<file path="src/rtl/instr_sequencer_if.sv">
`default_nettype none
// ============================================================================
// Module      : instr_sequencer_if
// Description : Instruction-memory and data-memory handshake bundle between
//               the instruction sequencer (master) and the memories (slave).
// Revision    : 1.0 - initial release
// ============================================================================
interface instr_sequencer_if #(
    parameter int PC_W = 8
);
    // Instruction fetch channel
    logic            imem_req;
    logic [PC_W-1:0] imem_addr;
    logic [7:0]      imem_rdata;
    logic            imem_ack;

    // Data access channel
    logic            dmem_req;
    logic            dmem_we;
    logic            dmem_ack;

    modport master (
        output imem_req,
        output imem_addr,
        input  imem_rdata,
        input  imem_ack,
        output dmem_req,
        output dmem_we,
        input  dmem_ack
    );

    modport slave (
        input  imem_req,
        input  imem_addr,
        output imem_rdata,
        output imem_ack,
        input  dmem_req,
        input  dmem_we,
        output dmem_ack
    );
endinterface
`default_nettype wire

</file>
<file path="src/rtl/instr_sequencer.sv">
`default_nettype none
// ============================================================================
// Module      : instr_sequencer
// Description : Multi-cycle control FSM around the 8-bit opcode decoder.
//               Fetches an opcode, classifies the decoder's one-hot result,
//               steps ALU / data memory / register-file enables and advances
//               the PC. One instruction in flight.
// Options     : SEQ_TIMEOUT_EN - when defined, FETCH/MEM give up after
//               TIMEOUT_CYC cycles without an ack and enter FAULT. The
//               TIMEOUT_CYC parameter only exists in that build.
// Revision    : 1.0 - initial release
// ============================================================================
module instr_sequencer #(
    parameter int              PC_W        = 8,
    parameter logic [PC_W-1:0] RESET_PC    = '0,
    parameter logic [26:0]     LOAD_MASK   = 27'h0000002,
    parameter logic [26:0]     STORE_MASK  = 27'h0000004,
    parameter logic [26:0]     BRANCH_MASK = 27'h0078000,
    parameter logic [26:0]     HALT_MASK   = 27'h0000001
`ifdef SEQ_TIMEOUT_EN
    ,
    parameter int              TIMEOUT_CYC = 16
`endif
) (
    input  logic                 clk,
    input  logic                 rst_n,
    input  logic                 start,
    instr_sequencer_if.master    bus,
    output logic [7:0]           opcode_out,
    input  logic [26:0]          dec_y,
    output logic                 alu_en,
    input  logic                 br_taken,
    input  logic [PC_W-1:0]      br_target,
    output logic                 rf_we,
    output logic                 retire,
    output logic [PC_W-1:0]      pc,
    output logic                 busy,
    output logic                 halted,
    output logic                 fault
);

    localparam logic [2:0] c_IDLE   = 3'd0;
    localparam logic [2:0] c_FETCH  = 3'd1;
    localparam logic [2:0] c_DECODE = 3'd2;
    localparam logic [2:0] c_EXEC   = 3'd3;
    localparam logic [2:0] c_MEM    = 3'd4;
    localparam logic [2:0] c_WB     = 3'd5;
    localparam logic [2:0] c_HALT   = 3'd6;
    localparam logic [2:0] c_FAULT  = 3'd7;

    localparam logic [PC_W-1:0] c_PC_ONE  = {{(PC_W-1){1'b0}}, 1'b1};
    localparam logic [26:0]     c_DEC_ONE = 27'd1;

    logic [2:0]      r_state;
    logic [2:0]      w_state_next;
    logic [PC_W-1:0] r_pc;
    logic [PC_W-1:0] w_pc_inc;
    logic [7:0]      r_ir;
    logic            r_is_store;
    logic            r_is_branch;

    logic            w_onehot;
    logic            w_dec_halt;
    logic            w_dec_load;
    logic            w_dec_store;
    logic            w_dec_branch;
    logic            w_branch_exec;
    logic            w_retire;
    logic            w_tmo_expire;

    // A legal decode has exactly one bit set: nonzero and clearing the
    // lowest set bit leaves nothing behind.
    assign w_onehot     = (dec_y != 27'd0) && ((dec_y & (dec_y - c_DEC_ONE)) == 27'd0);
    assign w_dec_halt   = |(dec_y & HALT_MASK);
    assign w_dec_load   = |(dec_y & LOAD_MASK);
    assign w_dec_store  = |(dec_y & STORE_MASK);
    assign w_dec_branch = |(dec_y & BRANCH_MASK);

    assign w_pc_inc      = r_pc + c_PC_ONE;
    assign w_branch_exec = (r_state == c_EXEC) && r_is_branch;
    assign w_retire      = w_branch_exec
                         || ((r_state == c_MEM) && r_is_store && bus.dmem_ack)
                         || (r_state == c_WB);

`ifdef SEQ_TIMEOUT_EN
    localparam int                 c_TMO_W    = $clog2(TIMEOUT_CYC + 1);
    localparam logic [c_TMO_W-1:0] c_TMO_LAST = c_TMO_W'(TIMEOUT_CYC - 1);

    logic [c_TMO_W-1:0] r_tmo_cnt;
    logic               w_waiting;

    assign w_waiting = (r_state == c_FETCH) || (r_state == c_MEM);

    // Count cycles spent waiting for an ack; restart on every state change
    always_ff @(posedge clk or negedge rst_n) begin
        if (!rst_n) begin
            r_tmo_cnt <= '0;
        end else if (!w_waiting || (w_state_next != r_state)) begin
            r_tmo_cnt <= '0;
        end else begin
            r_tmo_cnt <= r_tmo_cnt + 1'b1;
        end
    end

    // Expiry only matters when no ack arrives; the FSM checks ack first
    assign w_tmo_expire = w_waiting && (r_tmo_cnt == c_TMO_LAST);
`else
    assign w_tmo_expire = 1'b0;
`endif

    // Next-state selection; HALT and FAULT only leave through reset
    always_comb begin
        w_state_next = r_state;
        case (r_state)
            c_IDLE: begin
                if (start) w_state_next = c_FETCH;
            end
            c_FETCH: begin
                if (bus.imem_ack)       w_state_next = c_DECODE;
                else if (w_tmo_expire)  w_state_next = c_FAULT;
            end
            c_DECODE: begin
                if (!w_onehot)                        w_state_next = c_FAULT;
                else if (w_dec_halt)                  w_state_next = c_HALT;
                else if (w_dec_load || w_dec_store)   w_state_next = c_MEM;
                else                                  w_state_next = c_EXEC;
            end
            c_EXEC: begin
                w_state_next = r_is_branch ? c_FETCH : c_WB;
            end
            c_MEM: begin
                if (bus.dmem_ack)       w_state_next = r_is_store ? c_FETCH : c_WB;
                else if (w_tmo_expire)  w_state_next = c_FAULT;
            end
            c_WB: begin
                w_state_next = c_FETCH;
            end
            default: begin
                w_state_next = r_state;
            end
        endcase
    end

    // State register
    always_ff @(posedge clk or negedge rst_n) begin
        if (!rst_n) begin
            r_state <= c_IDLE;
        end else begin
            r_state <= w_state_next;
        end
    end

    // Program counter: branch target or sequential increment on retire
    always_ff @(posedge clk or negedge rst_n) begin
        if (!rst_n) begin
            r_pc <= RESET_PC;
        end else if (w_branch_exec) begin
            r_pc <= br_taken ? br_target : w_pc_inc;
        end else if (w_retire) begin
            r_pc <= w_pc_inc;
        end
    end

    // Instruction register captures the opcode when the fetch completes
    always_ff @(posedge clk or negedge rst_n) begin
        if (!rst_n) begin
            r_ir <= 8'h00;
        end else if ((r_state == c_FETCH) && bus.imem_ack) begin
            r_ir <= bus.imem_rdata;
        end
    end

    // Remember the instruction class so EXEC/MEM need not re-sample dec_y
    always_ff @(posedge clk or negedge rst_n) begin
        if (!rst_n) begin
            r_is_store  <= 1'b0;
            r_is_branch <= 1'b0;
        end else if (r_state == c_DECODE) begin
            r_is_store  <= w_dec_store;
            r_is_branch <= w_dec_branch;
        end
    end

    assign bus.imem_req  = (r_state == c_FETCH);
    assign bus.imem_addr = r_pc;
    assign bus.dmem_req  = (r_state == c_MEM);
    assign bus.dmem_we   = (r_state == c_MEM) && r_is_store;

    assign opcode_out = r_ir;
    assign alu_en     = (r_state == c_EXEC);
    assign rf_we      = (r_state == c_WB);
    assign retire     = w_retire;
    assign pc         = r_pc;
    assign busy       = (r_state != c_IDLE) && (r_state != c_HALT) && (r_state != c_FAULT);
    assign halted     = (r_state == c_HALT);
    assign fault      = (r_state == c_FAULT);

endmodule
`default_nettype wire

</file>
<file path="src/flat_wrapper.sv">
// flat-port wrapper written by rule: the top's interface ports become plain ports
module instr_sequencer_flat 
#(
    parameter int              PC_W        = 8,
    parameter logic [PC_W-1:0] RESET_PC    = '0,
    parameter logic [26:0]     LOAD_MASK   = 27'h0000002,
    parameter logic [26:0]     STORE_MASK  = 27'h0000004,
    parameter logic [26:0]     BRANCH_MASK = 27'h0078000,
    parameter logic [26:0]     HALT_MASK   = 27'h0000001

)
  (clk, rst_n, start, opcode_out, dec_y, alu_en, br_taken, br_target, rf_we, retire, pc, busy, halted, fault, bus_imem_req, bus_imem_addr, bus_imem_rdata, bus_imem_ack, bus_dmem_req, bus_dmem_we, bus_dmem_ack);
  instr_sequencer_if #(.PC_W(PC_W)) bus_i ();
  input  logic clk;
  input  logic rst_n;
  input  logic start;
  output logic [7:0] opcode_out;
  input  logic [26:0] dec_y;
  output logic alu_en;
  input  logic br_taken;
  input  logic [PC_W-1:0] br_target;
  output logic rf_we;
  output logic retire;
  output logic [PC_W-1:0] pc;
  output logic busy;
  output logic halted;
  output logic fault;
  output wire logic [$bits(bus_i.imem_req)-1:0] bus_imem_req;
  output wire logic [$bits(bus_i.imem_addr)-1:0] bus_imem_addr;
  input wire logic [$bits(bus_i.imem_rdata)-1:0] bus_imem_rdata;
  input wire logic [$bits(bus_i.imem_ack)-1:0] bus_imem_ack;
  output wire logic [$bits(bus_i.dmem_req)-1:0] bus_dmem_req;
  output wire logic [$bits(bus_i.dmem_we)-1:0] bus_dmem_we;
  input wire logic [$bits(bus_i.dmem_ack)-1:0] bus_dmem_ack;
  assign bus_imem_req = bus_i.imem_req;
  assign bus_imem_addr = bus_i.imem_addr;
  assign bus_i.imem_rdata = bus_imem_rdata;
  assign bus_i.imem_ack = bus_imem_ack;
  assign bus_dmem_req = bus_i.dmem_req;
  assign bus_dmem_we = bus_i.dmem_we;
  assign bus_i.dmem_ack = bus_dmem_ack;
  instr_sequencer #(.PC_W(PC_W), .RESET_PC(RESET_PC), .LOAD_MASK(LOAD_MASK), .STORE_MASK(STORE_MASK), .BRANCH_MASK(BRANCH_MASK), .HALT_MASK(HALT_MASK)) u_core (.clk(clk), .rst_n(rst_n), .start(start), .bus(bus_i), .opcode_out(opcode_out), .dec_y(dec_y), .alu_en(alu_en), .br_taken(br_taken), .br_target(br_target), .rf_we(rf_we), .retire(retire), .pc(pc), .busy(busy), .halted(halted), .fault(fault));
endmodule
</file>
<file path="config.mk">
export PLATFORM = sky130hd
export DESIGN_NAME = instr_sequencer_flat
export DESIGN_NICKNAME = d
export VERILOG_FILES = /design/src/rtl/instr_sequencer_if.sv /design/src/rtl/instr_sequencer.sv /design/src/flat_wrapper.sv
export SDC_FILE = /design/constraint.sdc
export NUM_CORES = 1
export LEC_CHECK = 0
export ABC_AREA = 1
export CAP_MARGIN = 20
export CORE_MARGIN = 10
export CORE_UTILIZATION = 42
export DETAILED_ROUTE_END_ITERATION = 7
export PLACE_DENSITY = 0.81
export SLEW_MARGIN = 5
export SYNTH_ARGS = -nofsm -noshare
export SYNTH_HDL_FRONTEND = slang
export SYNTH_SLANG_ARGS = --single-unit
</file>
<file path="constraint.sdc">
create_clock -name clk -period 1.74 [get_ports clk]
set_input_delay 0.348 -clock clk [delete_from_list [all_inputs] [get_ports clk]]
set_output_delay 0.348 -clock clk [all_outputs]
set_load 0.01 [all_outputs]
</file>
### Yosys cells after proc, flatten, opt, wreduce, memory -nomap -nowiden

Index checks and enable logic that the tools add are counted.
Widths: inputs -> output; s select.

| cells by class | value |
|---|---|
| add/sub/neg operators | 2 |
| eq/ne operators | 12 |
| mux-type cells | 12 |
| bitwise logic cells | 1 |
| reductions and logical operators | 18 |

Operators by type and width:

| kind | count |
|---|---|
| $and 27x27->27 | 1 |
| $logic_not 27->1 | 1 |
| $reduce_bool 27->1 | 1 |
| $sub 27x1->27 const B | 1 |
| $mux 3 | 8 |
| $mux 8 | 3 |
| $pmux 3 s6 | 1 |
| $eq 3x3->1 const B | 4 |
| $add 8x1->8 const B | 1 |
| $logic_and 1x1->1 | 7 |
| $eq 3x2->1 const B | 2 |
| $ne 3x3->1 const B | 2 |
| $reduce_bool 6->1 | 1 |
| $ne 2x1->1 const B | 2 |
| $reduce_and 4->1 | 1 |
| $reduce_or 4->1 | 1 |
| $eq 3x1->1 const B | 1 |
| $logic_not 3->1 | 1 |
| $logic_or 1x1->1 | 3 |
| $reduce_bool 3->1 | 1 |
| $ne 2x2->1 const B | 1 |
| $reduce_bool 2->1 | 1 |

| word-level totals | value |
|---|---|
| flip-flop bits (word level) | 21 |
| input port bits | 49 |
| output and inout bits | 33 |
| word-level logic and storage cells | 50 |

### Logic depth before layout (Yosys ltp)

| logic depth | value |
|---|---|
| depth in word-level cells | 7 |
| mapped depth | 14 |
| mapped depth without buffers | 14 |

### Worst setup path after synthesis

Ideal clock, no wire load.

| timing | value |
|---|---|
| path type | reg2out |
| start | register u_core.r_state[1] |
| end | output port retire |
| arrival | 1.202 ns |
| data required time | 1.392 ns |
| setup slack | 0.190 ns |
| stages on the path, launching flop included | 9 |
| buffers on the path | 1 |
| cell sequence | dfrtp_1 nor2_1 nand2_1 nor2_2 nand2_1 o21ai_2 nor2_4 inv_2 buf_4 |

| on the way | value |
|---|---|
| word-level cells in the longest chain between the ends | 5 |
| elaborated cells between the ends (all ways) | 8 |
| those cells by class | eq/ne: 3; reduce/logical: 5 |

RTL lines:

| item | RTL line | text |
|---|---|---|
| from (decl) | instr_sequencer.sv:54 | `logic [2:0] r_state;` |
| from (signal assigned) | instr_sequencer.sv:147 | `r_state <= c_IDLE;` |
| from (signal assigned) | instr_sequencer.sv:149 | `r_state <= w_state_next;` |
| $eq 3x3->1 | -- |  |
| $logic_and 1x1->1 | -- |  |
| named net bus_dmem_we | flat_wrapper.sv:33 | `output wire logic [$bits(bus_i.dmem_we)-1:0] bus_dmem_we;` |
| $logic_and 1x1->1 | instr_sequencer.sv:82 | `\|\| ((r_state == c_MEM) && r_is_store && bus.dmem_ack)` |
| $logic_or 1x1->1 | instr_sequencer.sv:82 |  |
| $logic_or 1x1->1 | instr_sequencer.sv:83 | `\|\| (r_state == c_WB);` |
| to (decl) | flat_wrapper.sv:23 | `output logic retire;` |

The timed path passes the listed nets, and every way through them passes these cells.

### Worst setup path in the final report

| timing | value |
|---|---|
| start | register u_core.r_state[0] |
| end | output port retire |

| on the way | value |
|---|---|
| word-level cells in the longest chain between the ends | 5 |
| elaborated cells between the ends (all ways) | 8 |
| those cells by class | eq/ne: 3; reduce/logical: 5 |

RTL lines:

| item | RTL line |
|---|---|
| $eq 3x3->1 | instr_sequencer.sv:82 |
| $logic_and 1x1->1 (2 in a row) | instr_sequencer.sv:82 |
| $logic_or 1x1->1 | instr_sequencer.sv:82 |
| $logic_or 1x1->1 * | instr_sequencer.sv:83 |

Mark *: on every way between the ends. The rest lies on a longest branch, timed or not.

==> flow_metrics.py <==
metrics = {
    "cells_and_area": {
        "final_cells": 451,
        "drive_above_1_share_pct": 38.7,
        "fin_util_pct": 74.6,
        "antennaDiodeCount": 0,
        "final_nets": 452,
        "stdcell_area_um2": 3070,
        "areaGrowthSynthToFinish_pct": 67.8,
    },
    "global_routing": {
        "antenna_found_initial": 0,
        "grt_pass1_vias": 2300,
        "grt_max_degree": 22,
        "grt_pass1_wl_um": 10100,
        "grtUsageTotal_pct": 16.0,
        "grt_remaining_overflow": 0,
    },
    "clocking": {
        "insertion_delay_ps": 260,
        "clkSinkCount": 21,
        "clk_pin_slew_ps": 80,
        "cts_tree": "done",
        "htreeDepth": 1,
        "hold_buffers": 0,
        "clockBufferDepth": 2,
        "numCtsBuffers": 3,
        "cts_root_buf": "clkbuf_8",
    },
    "logic_synthesis": {
        "synthTopCellsByArea": "dfrtp_1 (29%), nand2_1 (14%), nor2_1 (9.9%), mux2_2 (4.9%), nor2_2 (4.8%)",
        "yosys.area_share.simple_pct": 43.1,
        "synth-seq-cells": 21,
        "yosysWarningCount": 0,
        "yosys-mux-area-fraction_pct": 4.93,
        "synth_cell_types": 31,
        "synth-compound-area-share_pct": 12.5,
        "synth_xor_area_share_pct": 0,
        "synth_top_cell_by_area": "dfrtp_1",
        "synthDominantCellAreaShare_pct": 28.7,
        "synth_edf_count": 0,
        "async_flop_share_pct": 100,
        "syn_nets": 330,
        "synthMostInstantiatedCell": "nand2_1",
        "synth_fa_ha_area_share_pct": 0.684,
        "yosys_most_used_dff": "dfrtp_1",
        "synth_top_family_by_area": "simple AND/OR/NAND/NOR gates",
        "synth_area_per_cell_um2": 6.53,
        "synth.cell_area_um2": 1830,
        "yosysSeqAreaShare_pct": 28.7,
        "syn_inst": 280,
        "synth_top_cells_by_count": "nand2_1 (68), nor2_1 (48), dfrtp_1 (21), inv_1 (21)",
    },
    "route": {
        "vias_per_cell": 5.06,
        "drt-pass1-iter-count": 4,
        "wl_um": 6230,
        "drtIter0Drc": 109,
        "postRouteAntennaNets": 0,
        "vias": 2280,
        "drc": 0,
        "wire_per_inst_um": 13.8,
    },
    "placed_design": {
        "dpl_cell_area_um2": 2910,
        "place.gp.congestion": 0.903,
        "portBuffers": 81,
        "dp_hpwl_um": 5080,
        "place_inst": 438,
        "dp_slack_ps": -458,
    },
    "floorplan": {
        "die_w_um": 86.0,
        "die_y_um": 86.0,
        "die_area_um2": 7390,
        "start_util_pct": 44.4,
        "core_um2": 4120,
        "rows": 23,
        "boundaryPins": 82,
    },
    "sta": {
        "finalHoldViolations": 0,
        "skew_ps": 2.84,
        "hold_ws_ps": 418,
        "slew_violations": 0,
        "rsz0062_at_grt": "yes",
        "period_needed_ps": 1730,
        "finalCritPeriodShare_pct": 99.4,
        "slew_headroom_pct": 75.7,
        "fin_ws_ps": 10.7,
        "worstMarginPinSlew_ps": 361,
        "setup_tns_ps": 0,
        "clock.fmax_mhz": 578,
        "setup_viol": 0,
    },
    "worst_hold_path": {
        "hp-class": "in -> async",
    },
    "setup_path": {
        "crit_fanout": 2,
        "cp-start-kind": "flop",
        "r2r_setup_slack_ps": 90,
        "cp-end-kind": "output pin",
        "critPathKind": "reg -> out",
        "critical_path_arrival_ps": 1380,
        "crit_required_ps": 1390,
    },
    "power_and_ir_drop": {
        "p_leak_nw": 1.49,
        "ir_drop_mv": 0.252,
        "p_per_area_nw_per_um2": 350,
        "power_mw": 1.07,
    },
    "flow_run": {
        "cap_violations": 0,
    },
    "outcome": {
        "outcome": "completed",
    },
}
[registers in the layout, indices dropped and copies added (netlist names)]
| register | count |
|---|---|
| u_core.r_is_store | 1 |
| u_core.r_is_branch | 1 |
| u_core.r_state | 3 |
| u_core.bus.imem_addr | 8 |
| u_core.opcode_out | 8 |
[cells in the final DEF (no fill, tap or decap), drive strengths merged, types with 2 or more instances in the layout]
| cell type | instances |
|---|---|
| a21boi | 3 |
| a21oi | 9 |
| and2 | 2 |
| buf | 48 |
| clkbuf | 23 |
| clkdlybuf4s15 | 5 |
| clkdlybuf4s50 | 47 |
| dfrtp | 21 |
| dlygate4sd2 | 7 |
| inv | 30 |
| mux2 | 8 |
| nand2 | 72 |
| nand3 | 18 |
| nand4 | 2 |
| nor2 | 68 |
| nor3 | 3 |
| nor4 | 2 |
| o21ai | 24 |
| o22ai | 2 |
[layer usage]
| metal | wire length [um] | part of all wire, % | vias to the layer above | track usage [%] |
|---|---|---|---|---|
| met4 | 180 | 2.9 | 0 | 6.29 |
| met3 | 499 | 8.0 | 17 | 4.82 |
| met2 | 2870 | 46 | 104 | 27.6 |
| met5 | 0 | 0 | - | 0 |
| met1 | 2680 | 43 | 1017 | 17.9 |
| li1 | - | - | 1142 | - |
[report_power, final]
part           internal, mW  total [mW]  switching (mW)  leakage, nW
clock network         0.163       0.325           0.161       0.0228
logic                 0.138       0.262           0.124         1.24
registers             0.488       0.488               0        0.231
total                 0.789        1.07           0.286         1.49
[worst max-delay path: stages (launching register included)]
cell and delay (ps):
dfrtp_1 400, nor2_2 150, nand2_2 80, nor2_2 120, nand2_1 70, o21ai_2 80
nor2_4 50, inv_2 60, buf_6 100
[kinds of logic (layout without fill, tap and decap cells)]
group,after synthesis,in the layout
flip-flops,21,21
multiplexers,8,8
AND/OR/NAND/NOR,169,169
AO/OA/AOI/OAI,41,41
adder cells (fa/ha/maj),1,1
buffers and inverters,40,161
[timing repair]
action	CTS	global route
gates resized for setup	51	84
pin swaps	23	42
endpoints found under the setup margin	12	24
buffers inserted	6	3
hold endpoints to repair	0	0
[cell type report]
cell class / count / area, um^2
timing repair buffer: 127 / 1050
fill: 330 / 1050
sequential: 21 / 526
tap: 50 / 62.6
multi-input combinational: 219 / 1270
clock buffer: 4 / 45.0
inverter: 30 / 113
[path summary, 6_finish.rpt]
| path | from | endpoint | depth (start not counted) |
|---|---|---|---|
| max | u_core.r_state[0] | retire | 8 |
| min | rst_n | u_core.bus.imem_addr[6] | 2 |
| max reg2reg | u_core.r_state[0] | u_core.r_state[1] | 14 |
| min reg2reg | u_core.opcode_out[7] | u_core.opcode_out[7] | 1 |
| max in group asynchronous | rst_n | u_core.r_state[1] | 2 |
| min in group clk | dec_y[2] | u_core.r_is_store | 4 |
No activity file was read; power rests on OpenSTA's default activity.
